## config.mk

```make
export PLATFORM = sky130hd
export DESIGN_NAME = if_stage_flat
export DESIGN_NICKNAME = d
export VERILOG_FILES = /design/src/rtl/riscv_pkg.sv /design/src/rtl/if_stage_if.sv /design/src/rtl/if_stage_if_id_reg.sv /design/src/rtl/if_stage.sv /design/src/flat_wrapper.sv
export SDC_FILE = /design/constraint.sdc
export NUM_CORES = 1
export LEC_CHECK = 0
export ABC_CLOCK_PERIOD_IN_PS = 2130
export CORE_MARGIN = 5
export CORE_UTILIZATION = 44
export DETAILED_ROUTE_END_ITERATION = 7
export MAX_ROUTING_LAYER = met4
export PLACE_DENSITY = 0.89
export RECOVER_POWER = 50
export SLEW_MARGIN = 20
export SYNTH_ARGS = -nofsm -noshare
export SYNTH_HDL_FRONTEND = slang
export SYNTH_SLANG_ARGS = --single-unit
```

## constraint.sdc

```tcl
create_clock -name clk -period 2.13 [get_ports clk]
set_input_delay 0.426 -clock clk [delete_from_list [all_inputs] [get_ports clk]]
set_output_delay 0.426 -clock clk [all_outputs]
set_load 0.01 [all_outputs]
```

## src/rtl/riscv_pkg.sv

```systemverilog
// Shared definitions for the pipelined RISC-V core: datapath width, the
// special instruction encodings the fetch stage cares about, the fetch FSM
// state type and the IF/ID payload that decode also consumes.
package riscv_pkg;

    localparam int XLEN = 32;

    localparam logic [31:0] NOP_INSTR  = 32'h0000_0013;
    localparam logic [31:0] HALT_INSTR = 32'h0000_0073;

    typedef enum logic [1:0] {
        FETCH_BOOT = 2'd0,
        FETCH_RUN  = 2'd1,
        FETCH_HALT = 2'd2
    } fetch_state_e;

    typedef struct packed {
        logic [XLEN-1:0] pc;
        logic [31:0]     instr;
        logic            valid;
    } if_id_t;

    // Redirect targets are forced onto a word boundary; low bits are dropped.
    function automatic logic [XLEN-1:0] align_pc(input logic [XLEN-1:0] pc);
        return {pc[XLEN-1:2], 2'b00};
    endfunction

endpackage

```

## src/rtl/if_stage_if.sv

```systemverilog
// Instruction-memory bus between the fetch stage (master) and the memory
// (slave). The read is combinational: data follows the address in-cycle.
interface if_stage_if;
    import riscv_pkg::*;

    logic [XLEN-1:0] imem_addr;
    logic [31:0]     imem_rdata;

    modport master (output imem_addr, input imem_rdata);
    modport slave  (input imem_addr, output imem_rdata);

endinterface

```

## src/rtl/if_stage_if_id_reg.sv

```systemverilog
// IF/ID pipeline register. Bubble beats load, load beats hold; a bubble is
// the canonical empty slot (pc 0, NOP encoding, not valid).
module if_id_reg
    import riscv_pkg::*;
(
    input  logic            clk,
    input  logic            rst,
    input  logic            load_i,
    input  logic            bubble_i,
    input  logic [XLEN-1:0] pc_i,
    input  logic [31:0]     instr_i,
    output if_id_t          if_id_o
);

    if_id_t if_id_q;
    if_id_t if_id_d;
    if_id_t bubble_val;

    assign bubble_val = '{pc: '0, instr: NOP_INSTR, valid: 1'b0};

    // Choose the next IF/ID contents from the bubble/load controls.
    always_comb begin
        if_id_d = if_id_q;
        if (bubble_i) begin
            if_id_d = bubble_val;
        end else if (load_i) begin
            if_id_d = '{pc: pc_i, instr: instr_i, valid: 1'b1};
        end
    end

    // Register the payload; reset empties the slot.
    always_ff @(posedge clk) begin
        if (rst) begin
            if_id_q <= bubble_val;
        end else begin
            if_id_q <= if_id_d;
        end
    end

    assign if_id_o = if_id_q;

endmodule

```

## src/rtl/if_stage.sv

```systemverilog
// Instruction-fetch stage: owns the PC, drives instruction memory, fills the
// IF/ID register and stops fetching after an ECALL so a bench can spot the
// end of a program. Redirects beat stalls, stalls beat normal fetch.
module if_stage
    import riscv_pkg::*;
#(
    parameter logic [XLEN-1:0] RESET_PC = '0
)
(
    input  logic            clk,
    input  logic            rst,
    input  logic            stall_i,
    input  logic            redirect_i,
    input  logic [XLEN-1:0] redirect_pc_i,
    if_stage_if.master      imem,
    output logic [XLEN-1:0] pc_f_o,
    output logic [XLEN-1:0] if_id_pc_o,
    output logic [31:0]     if_id_instr_o,
    output logic            if_id_valid_o,
    output logic            halted_o,
    output logic [31:0]     fetch_count_o
);

    fetch_state_e    state_q, state_d;
    logic [XLEN-1:0] pc_q, pc_d;
    logic [31:0]     fetch_count_q, fetch_count_d;
    logic            halted_q, halted_d;
    logic            ifid_load;
    logic            ifid_bubble;
    logic            is_halt_instr;
    if_id_t          if_id;

    assign is_halt_instr = (imem.imem_rdata == HALT_INSTR);

    // Next-state logic for the fetch FSM, PC, counter and IF/ID controls.
    always_comb begin
        state_d       = state_q;
        pc_d          = pc_q;
        fetch_count_d = fetch_count_q;
        halted_d      = halted_q;
        ifid_load     = 1'b0;
        ifid_bubble   = 1'b0;

        case (state_q)
            FETCH_BOOT: begin
                // Settling cycle after reset: stall is ignored, a redirect
                // still moves the PC.
                ifid_bubble = 1'b1;
                state_d     = FETCH_RUN;
                halted_d    = 1'b0;
                if (redirect_i) begin
                    pc_d = align_pc(redirect_pc_i);
                end
            end

            FETCH_RUN: begin
                if (redirect_i) begin
                    pc_d        = align_pc(redirect_pc_i);
                    ifid_bubble = 1'b1;
                end else if (!stall_i) begin
                    ifid_load     = 1'b1;
                    fetch_count_d = fetch_count_q + 32'd1;
                    if (is_halt_instr) begin
                        // ECALL is kept in IF/ID; PC parks on it.
                        state_d  = FETCH_HALT;
                        halted_d = 1'b1;
                    end else begin
                        pc_d = pc_q + XLEN'(4);
                    end
                end
            end

            FETCH_HALT: begin
                if (redirect_i) begin
                    // The ECALL was on a wrong path; resume fetching.
                    pc_d        = align_pc(redirect_pc_i);
                    ifid_bubble = 1'b1;
                    state_d     = FETCH_RUN;
                    halted_d    = 1'b0;
                end else if (!stall_i) begin
                    ifid_bubble = 1'b1;
                end
            end

            default: begin
                state_d     = FETCH_BOOT;
                halted_d    = 1'b0;
                ifid_bubble = 1'b1;
            end
        endcase
    end

    // Fetch FSM state, PC, fetch counter and halt flag, all registered.
    always_ff @(posedge clk) begin
        if (rst) begin
            state_q       <= FETCH_BOOT;
            pc_q          <= RESET_PC;
            fetch_count_q <= '0;
            halted_q      <= 1'b0;
        end else begin
            state_q       <= state_d;
            pc_q          <= pc_d;
            fetch_count_q <= fetch_count_d;
            halted_q      <= halted_d;
        end
    end

    if_id_reg u_if_id_reg (
        .clk      (clk),
        .rst      (rst),
        .load_i   (ifid_load),
        .bubble_i (ifid_bubble),
        .pc_i     (pc_q),
        .instr_i  (imem.imem_rdata),
        .if_id_o  (if_id)
    );

    assign imem.imem_addr = pc_q;
    assign pc_f_o         = pc_q;
    assign if_id_pc_o     = if_id.pc;
    assign if_id_instr_o  = if_id.instr;
    assign if_id_valid_o  = if_id.valid;
    assign halted_o       = halted_q;
    assign fetch_count_o  = fetch_count_q;

endmodule

```

## src/flat_wrapper.sv

```systemverilog
// flat-port wrapper written by rule: the top's interface ports become plain ports
module if_stage_flat import riscv_pkg::*;
#(
    parameter logic [XLEN-1:0] RESET_PC = '0
)
  (clk, rst, stall_i, redirect_i, redirect_pc_i, pc_f_o, if_id_pc_o, if_id_instr_o, if_id_valid_o, halted_o, fetch_count_o, imem_imem_addr, imem_imem_rdata);
  if_stage_if imem_i ();
  input  logic clk;
  input  logic rst;
  input  logic stall_i;
  input  logic redirect_i;
  input  logic [XLEN-1:0] redirect_pc_i;
  output logic [XLEN-1:0] pc_f_o;
  output logic [XLEN-1:0] if_id_pc_o;
  output logic [31:0] if_id_instr_o;
  output logic if_id_valid_o;
  output logic halted_o;
  output logic [31:0] fetch_count_o;
  output wire logic [$bits(imem_i.imem_addr)-1:0] imem_imem_addr;
  input wire logic [$bits(imem_i.imem_rdata)-1:0] imem_imem_rdata;
  assign imem_imem_addr = imem_i.imem_addr;
  assign imem_i.imem_rdata = imem_imem_rdata;
  if_stage #(.RESET_PC(RESET_PC)) u_core (.clk(clk), .rst(rst), .stall_i(stall_i), .redirect_i(redirect_i), .redirect_pc_i(redirect_pc_i), .imem(imem_i), .pc_f_o(pc_f_o), .if_id_pc_o(if_id_pc_o), .if_id_instr_o(if_id_instr_o), .if_id_valid_o(if_id_valid_o), .halted_o(halted_o), .fetch_count_o(fetch_count_o));
endmodule
```

; ---- Word-level counts from Yosys, hierarchy flattened
; Index checks and enable logic that the tools add are counted.
[word_totals]
register_bits = 132
inputBits = 68
[classes]
mux = 21
n_bitwise = 2
n_reduce_logical = 7
n_eq_ne = 10
add_sub_neg = 2
[ops]
columns = operator, count
row1 = 2-to-1 mux 32 bit, 4
row2 = case mux 32 bit (2 select lines), 1
row3 = adder 32 x 1 -> 32 bit (second input constant), 1
row4 = adder 32 x 3 -> 32 bit (second input constant), 1
row5 = equality test 32 x 7 -> 1 bit (second input constant), 1
row6 = 2-to-1 mux 1 bit, 9
row7 = 2-to-1 mux 2 bit, 4
row8 = AND reduction 4 bit, 2
row9 = != test 2 bit (second input constant), 3
row10 = != test 3 bit (second input constant), 2
row11 = case mux 2 bit (3 select lines), 1
row12 = != test 2 x 1 -> 1 bit (second input constant), 2
row13 = case mux 1 bit (2 select lines), 2
row14 = OR reduction 2 bit, 2
row15 = AND reduction 3 bit, 1
row16 = equality test 2 x 1 -> 1 bit (second input constant), 1
row17 = equality test 2 bit (second input constant), 1
row18 = logical NOT 2 bit, 1
row19 = inverter 1 bit, 2
row20 = nonzero test 2 bit, 1

; ---- Longest topological paths before layout
[depth]
ltp_word = 5
depth_mapped = 10

; ---- Cells and area by module
; A second synthesis with hierarchy kept.
[hier_totals]
cells_unflattened = 707
area_unflattened_um2 = 6150.9
[modules_own_cells]
columns = module, area_each_um2, instances, seq_area_each_um2, cells_each
row1 = if_stage, 3814.9, 1, 1281.2, 496
row2 = if_id_reg, 2336.0, 1, 1301.2, 211

; ---- Least setup slack after synthesis
; OpenSTA, ideal clock, no wires.
[synth_path]
path_type = flip-flop to flip-flop
from = register, netlist name u_core.halted_o
to = register u_core.fetch_count_q[21], in the netlist u_core.fetch_count_o[21]
path_stages_with_launch = 11
synth_period_minus_slack_ps = 1970
n_path_buf = 2
t_required_ps = 2002
arrival_ps = 1842
setup_slack_ps = 160
path_cell_list = dfxtp_1 > inv_1 > ha_1 > nor3b_2 > and4_1 > buf_2 > and2_1 > buf_2 > nand4_1 > xor2_1 > nor2_1
[synth_lines]
columns = item, line_no
row1 = end signal: assignment, if_stage.sv:103  ; fetch_count_q <= fetch_count_d;
row2 = end: declaration, if_stage.sv:26  ; logic [31:0] fetch_count_q, fetch_count_d;

; ---- Worst setup path in the final report
[layout_path]
from = input port imem_imem_rdata[19]
to = register u_core.pc_q[9], in the netlist u_core.imem.imem_addr[9]
[layout_via]
elab_chain_cells = 3
[layout_lines]
columns = item, line_no
row1 = start: declaration, flat_wrapper.sv:20  ; input wire logic [$bits(imem_i.imem_rdata)-1:0] imem_imem_rdata;
row2 = equality test 32 x 7 -> 1 bit, if_stage.sv:33  ; assign is_halt_instr = (imem.imem_rdata == HALT_INSTR);
row3 = != test 3 bit (no line), n/a
row4 = AND reduction 4 bit (no line), n/a
row5 = end signal: assignment, if_stage.sv:102  ; pc_q <= pc_d;
row6 = end: declaration, if_stage.sv:25  ; logic [XLEN-1:0] pc_q, pc_d;
; No other way between the ends.
; A chain may end at the register's enable or synchronous reset.

==> impl_metrics.xml <==
<?xml version="1.0" encoding="UTF-8"?>
<metrics>
  <group name="clock_network">
    <metric name="clock_tree.htree_level_count" unit="">4</metric>
    <metric name="worstSkewPairLatency" unit="ns">0.41</metric>
    <metric name="cts-root-buf" unit="">clkbuf_16</metric>
    <metric name="tritoncts" unit="">built</metric>
    <metric name="cts_hold_fix_bufs" unit="">0</metric>
    <metric name="clock_sink_count" unit="">127</metric>
    <metric name="clock_path_buffers" unit="">2</metric>
    <metric name="clkSlewWorstSetupHoldPaths" unit="ns">0.05</metric>
    <metric name="numCtsBuffers" unit="">17</metric>
  </group>
  <group name="yosys">
    <metric name="post_synth_main_area_contributors" unit="">dfxtp_1 (42%), nand2_1 (11%), a21oi_1 (8.5%), buf_4 (4.9%), nor2_1 (3.7%)</metric>
    <metric name="synthesis.yosys.warnings" unit="">0</metric>
    <metric name="synthDominantAreaCellType" unit="">dfxtp_1</metric>
    <metric name="synth_top_flop_cell" unit="">dfxtp_1</metric>
    <metric name="synth_largest_type_area_fraction" unit="%">42.1</metric>
    <metric name="synth_edf_count" unit="">0</metric>
    <metric name="ys_ff_latch" unit="">127</metric>
    <metric name="synth.lib_cells_used.distinct" unit="">59</metric>
    <metric name="async_reset_ff_share" unit="%">0</metric>
    <metric name="netlist_area" unit="sq mm">0.00603</metric>
    <metric name="yosysSeqAreaShare" unit="%">42.1</metric>
    <metric name="post_synth.cell_area_avg" unit="sq um">7.84</metric>
    <metric name="synthesis.instances" unit="">770</metric>
  </group>
  <group name="layout">
    <metric name="mostFrequentLayoutCells" unit="">nand2_1 (169), dlygate4sd3_1 (131), dfxtp_1 (126), a21oi_1 (103), clkdlybuf4s50_1 (89)</metric>
    <metric name="synthToLayoutAreaGrowth" unit="%">51.5</metric>
    <metric name="drive_gt1_share" unit="%">11.7</metric>
    <metric name="num-nets-final" unit="">1063</metric>
    <metric name="layout_commonest_cell" unit="">nand2_1</metric>
  </group>
  <group name="critical_path">
    <metric name="endpoint_kind" unit="">flop</metric>
    <metric name="critical_path_peak_fanout" unit="">30</metric>
    <metric name="setup.worst_path.start_class" unit="">primary input</metric>
    <metric name="timing.critical_path.cells" unit="">clkdlybuf4s50_1 &gt; nor4_2 &gt; and4_1 &gt; nand4_1 &gt; buf_4 &gt; o21ai_4 &gt; buf_12 &gt; o21ai_0 &gt; a21oi_1</metric>
    <metric name="r2r_end" unit="">u_core.u_if_id_reg.if_id_o[1]$_SDFFE_PP1P_</metric>
    <metric name="path_class" unit="">primary input to flop</metric>
    <metric name="cp_data_required_time" unit="ns">2.46</metric>
    <metric name="internal_reg_to_reg_setup_slack" unit="ns">0.12</metric>
    <metric name="worst-r2r-cell-count" unit="">8</metric>
    <metric name="critical_path_s_largest_stage_delay" unit="ns">0.46</metric>
    <metric name="cp.arrival" unit="ns">2.36</metric>
    <metric name="cpMaxStageDelayCell" unit="">clkdlybuf4s50_1</metric>
    <metric name="crit-reg2reg-launch" unit="">u_core.halted_o$_SDFFE_PP0P_</metric>
  </group>
  <group name="floorplan">
    <metric name="std_cell_rows" unit="">42</metric>
    <metric name="dieHeight" unit="um">127</metric>
    <metric name="initial_utilization" unit="%">45.2</metric>
    <metric name="die_area" unit="sq mm">0.0162</metric>
    <metric name="die_width" unit="um">127</metric>
    <metric name="design.portCount" unit="">230</metric>
    <metric name="design.core.area" unit="sq mm">0.0133</metric>
  </group>
  <group name="timing">
    <metric name="drv_slew" unit="">0</metric>
    <metric name="maxSlewHeadroom" unit="%">48.3</metric>
    <metric name="achievable-frequency" unit="MHz">494</metric>
    <metric name="final.min_clock_period" unit="ns">2.02</metric>
    <metric name="finClkSkew" unit="ns">0.00531</metric>
    <metric name="setup_slack" unit="ns">0.106</metric>
    <metric name="final.period_utilization" unit="%">95.0</metric>
    <metric name="tightestPinTransition" unit="ns">0.775</metric>
    <metric name="finalHoldViolations" unit="">0</metric>
    <metric name="fin_setup_tns" unit="ns">0</metric>
    <metric name="timing.final.setup_violations" unit="">0</metric>
  </group>
  <group name="global_routing">
    <metric name="grt_usage" unit="%">24.5</metric>
    <metric name="grt_antenna_before_repair" unit="">1</metric>
    <metric name="grt_max_degree" unit="">74</metric>
    <metric name="first_pass_grt_wire_length" unit="um">31100</metric>
    <metric name="globalRouteOverflowTotal" unit="">0</metric>
    <metric name="grt_pass1_vias" unit="">6119</metric>
  </group>
  <group name="power_and_ir_drop">
    <metric name="power_leakage" unit="nW">3.66</metric>
    <metric name="irDropWorstVdd" unit="mV">0.773</metric>
    <metric name="pd_cells" unit="mW/mm^2">918</metric>
  </group>
  <group name="status">
    <metric name="result_of_the_run" unit="">finished, final reports clean</metric>
  </group>
  <group name="place">
    <metric name="place.port_buffers" unit="">221</metric>
    <metric name="finalWeightedCongestion" unit="">0.869</metric>
    <metric name="dp_hpwl" unit="um">13400</metric>
    <metric name="dpl_worst_slack" unit="ns">-0.394</metric>
  </group>
  <group name="worst_hold_path">
    <metric name="min_path_cells" unit="">2</metric>
    <metric name="holdPathEnd" unit="">u_core.u_if_id_reg.if_id_o[21]$_SDFFE_PP0P_</metric>
    <metric name="hold_path_origin" unit="">u_core.u_if_id_reg.if_id_o[21]$_SDFFE_PP0P_</metric>
    <metric name="worstHoldPathType" unit="">flop to flop</metric>
  </group>
  <group name="flow_run">
    <metric name="cap_viol_max_count" unit="">0</metric>
  </group>
  <group name="drt">
    <metric name="first_pass_iters" unit="">5</metric>
    <metric name="post-route-drc-count" unit="">0</metric>
    <metric name="initialDrtViolationCount" unit="">381</metric>
    <metric name="dr_total_vias" unit="">6294</metric>
    <metric name="vias_per_cell" unit="">5.34</metric>
    <metric name="totalWireLength" unit="um">19300</metric>
    <metric name="postRouteAntennaNets" unit="">0</metric>
    <metric name="average_wire_length_per_cell_after_detail_routing" unit="um">16.3</metric>
  </group>
</metrics>
## power by group
part,internal (mW),switching (mW)
registers,2.58,0.180
logic,1.38,1.62
clock network,1.62,1.01
## cells in the mapped netlist (9+ instances only)
cell type / number
a21oi_1: 103
buf_2: 9
buf_4: 39
clkbuf_1: 36
dfxtp_1: 127
nand2_1: 172
nand2b_1: 10
nand3_1: 18
nand4_1: 21
nor2_1: 59
nor4_1: 9
o21ai_0: 18
xor2_1: 24
## timing repair
item,in CTS,in global routing
resized for setup,0,14
setup endpoints to repair,0,51
setup buffers,0,2
## registers in the layout (all words and copies together), names as in the netlist
register and flops:
u_core.state_q 1, u_core.halted_o 1, u_core.u_if_id_reg.if_id_o 63, u_core.fetch_count_o 32, u_core.imem.imem_addr 30
## worst max path at each step
stage | slack [ns] | to | start | cells past startpoint
2_1_floorplan | 0.16 | u_core.fetch_count_o[21]$_SDFFE_PP0P_ | u_core.halted_o$_SDFFE_PP0P_ | 10
3_3_place_gp | -0.31 | u_core.imem.imem_addr[19]$_SDFFE_PP0P_ | imem_imem_rdata[17] | 8
3_5_place_dp | -0.39 | u_core.imem.imem_addr[9]$_SDFFE_PP0P_ | imem_imem_rdata[17] | 8
4_1_cts | 0.04 | u_core.imem.imem_addr[15]$_SDFFE_PP0P_ | imem_imem_rdata[17] | 8
5_1_grt | -0.002 | u_core.imem.imem_addr[12]$_SDFFE_PP0P_ | imem_imem_rdata[19] | 9
6_report | 0.11 | u_core.imem.imem_addr[9]$_SDFFE_PP0P_ | imem_imem_rdata[19] | 9
## cell families (layout without fill, tap and decap cells)
group | after synthesis | count (layout) | share of synthesized area, %
AND/OR/NAND/NOR | 347 | 347 | 28.2
AO/OA/AOI/OAI | 168 | 168 | 15.9
flip-flops | 127 | 127 | 42.1
buffers and inverters | 92 | 319 | 8.33
XOR/XNOR | 30 | 30 | 4.35
adder cells (fa/ha/maj) | 5 | 5 | 1.04
other | 1 | 7 | 0.0621
## critical path, delay by kind of cell
kind | cells | cell delay (ns)
buffers and inverters | 3 | 0.85
and+or+nand+nor | 3 | 0.63
AOI/OAI and AO/OA | 3 | 0.45
## stage by stage
stage                     hold WS (ns)  instances  power [mW]  instance area (sq um)  utilization, %
after global placement           0.441       1145        5.80                   8550            64.0
final                            0.449       1179        8.39                   9140            68.5
after detailed placement         0.446       1145        5.85                   8550            64.0
after floorplan                  0.481        775        4.44                   6050               -
after CTS                        0.453       1176        8.51                   9090            68.1
after global routing             0.467       1179        8.86                   9140            68.5
## layer usage
metal	part of all wire [%]	up-vias	global-route usage [%]
met2	50	272	40.6
met4	1.9	0	7.76
met3	6.8	31	6.89
met5	0	-	-
met1	41	2925	28.8
li1	-	3066	-
## layout make-up
type / instances / area, sq um
antenna: 1 / 2.50
timing repair buffer: 281 / 2740
multi-input combinational: 556 / 3070
sequential: 127 / 2540
clock buffer: 25 / 505
inverter: 7 / 26.3
clock inverter: 6 / 32.5
fill: 1083 / 4210
tap: 176 / 220
Note: power is estimated with default switching activity, not from simulation.
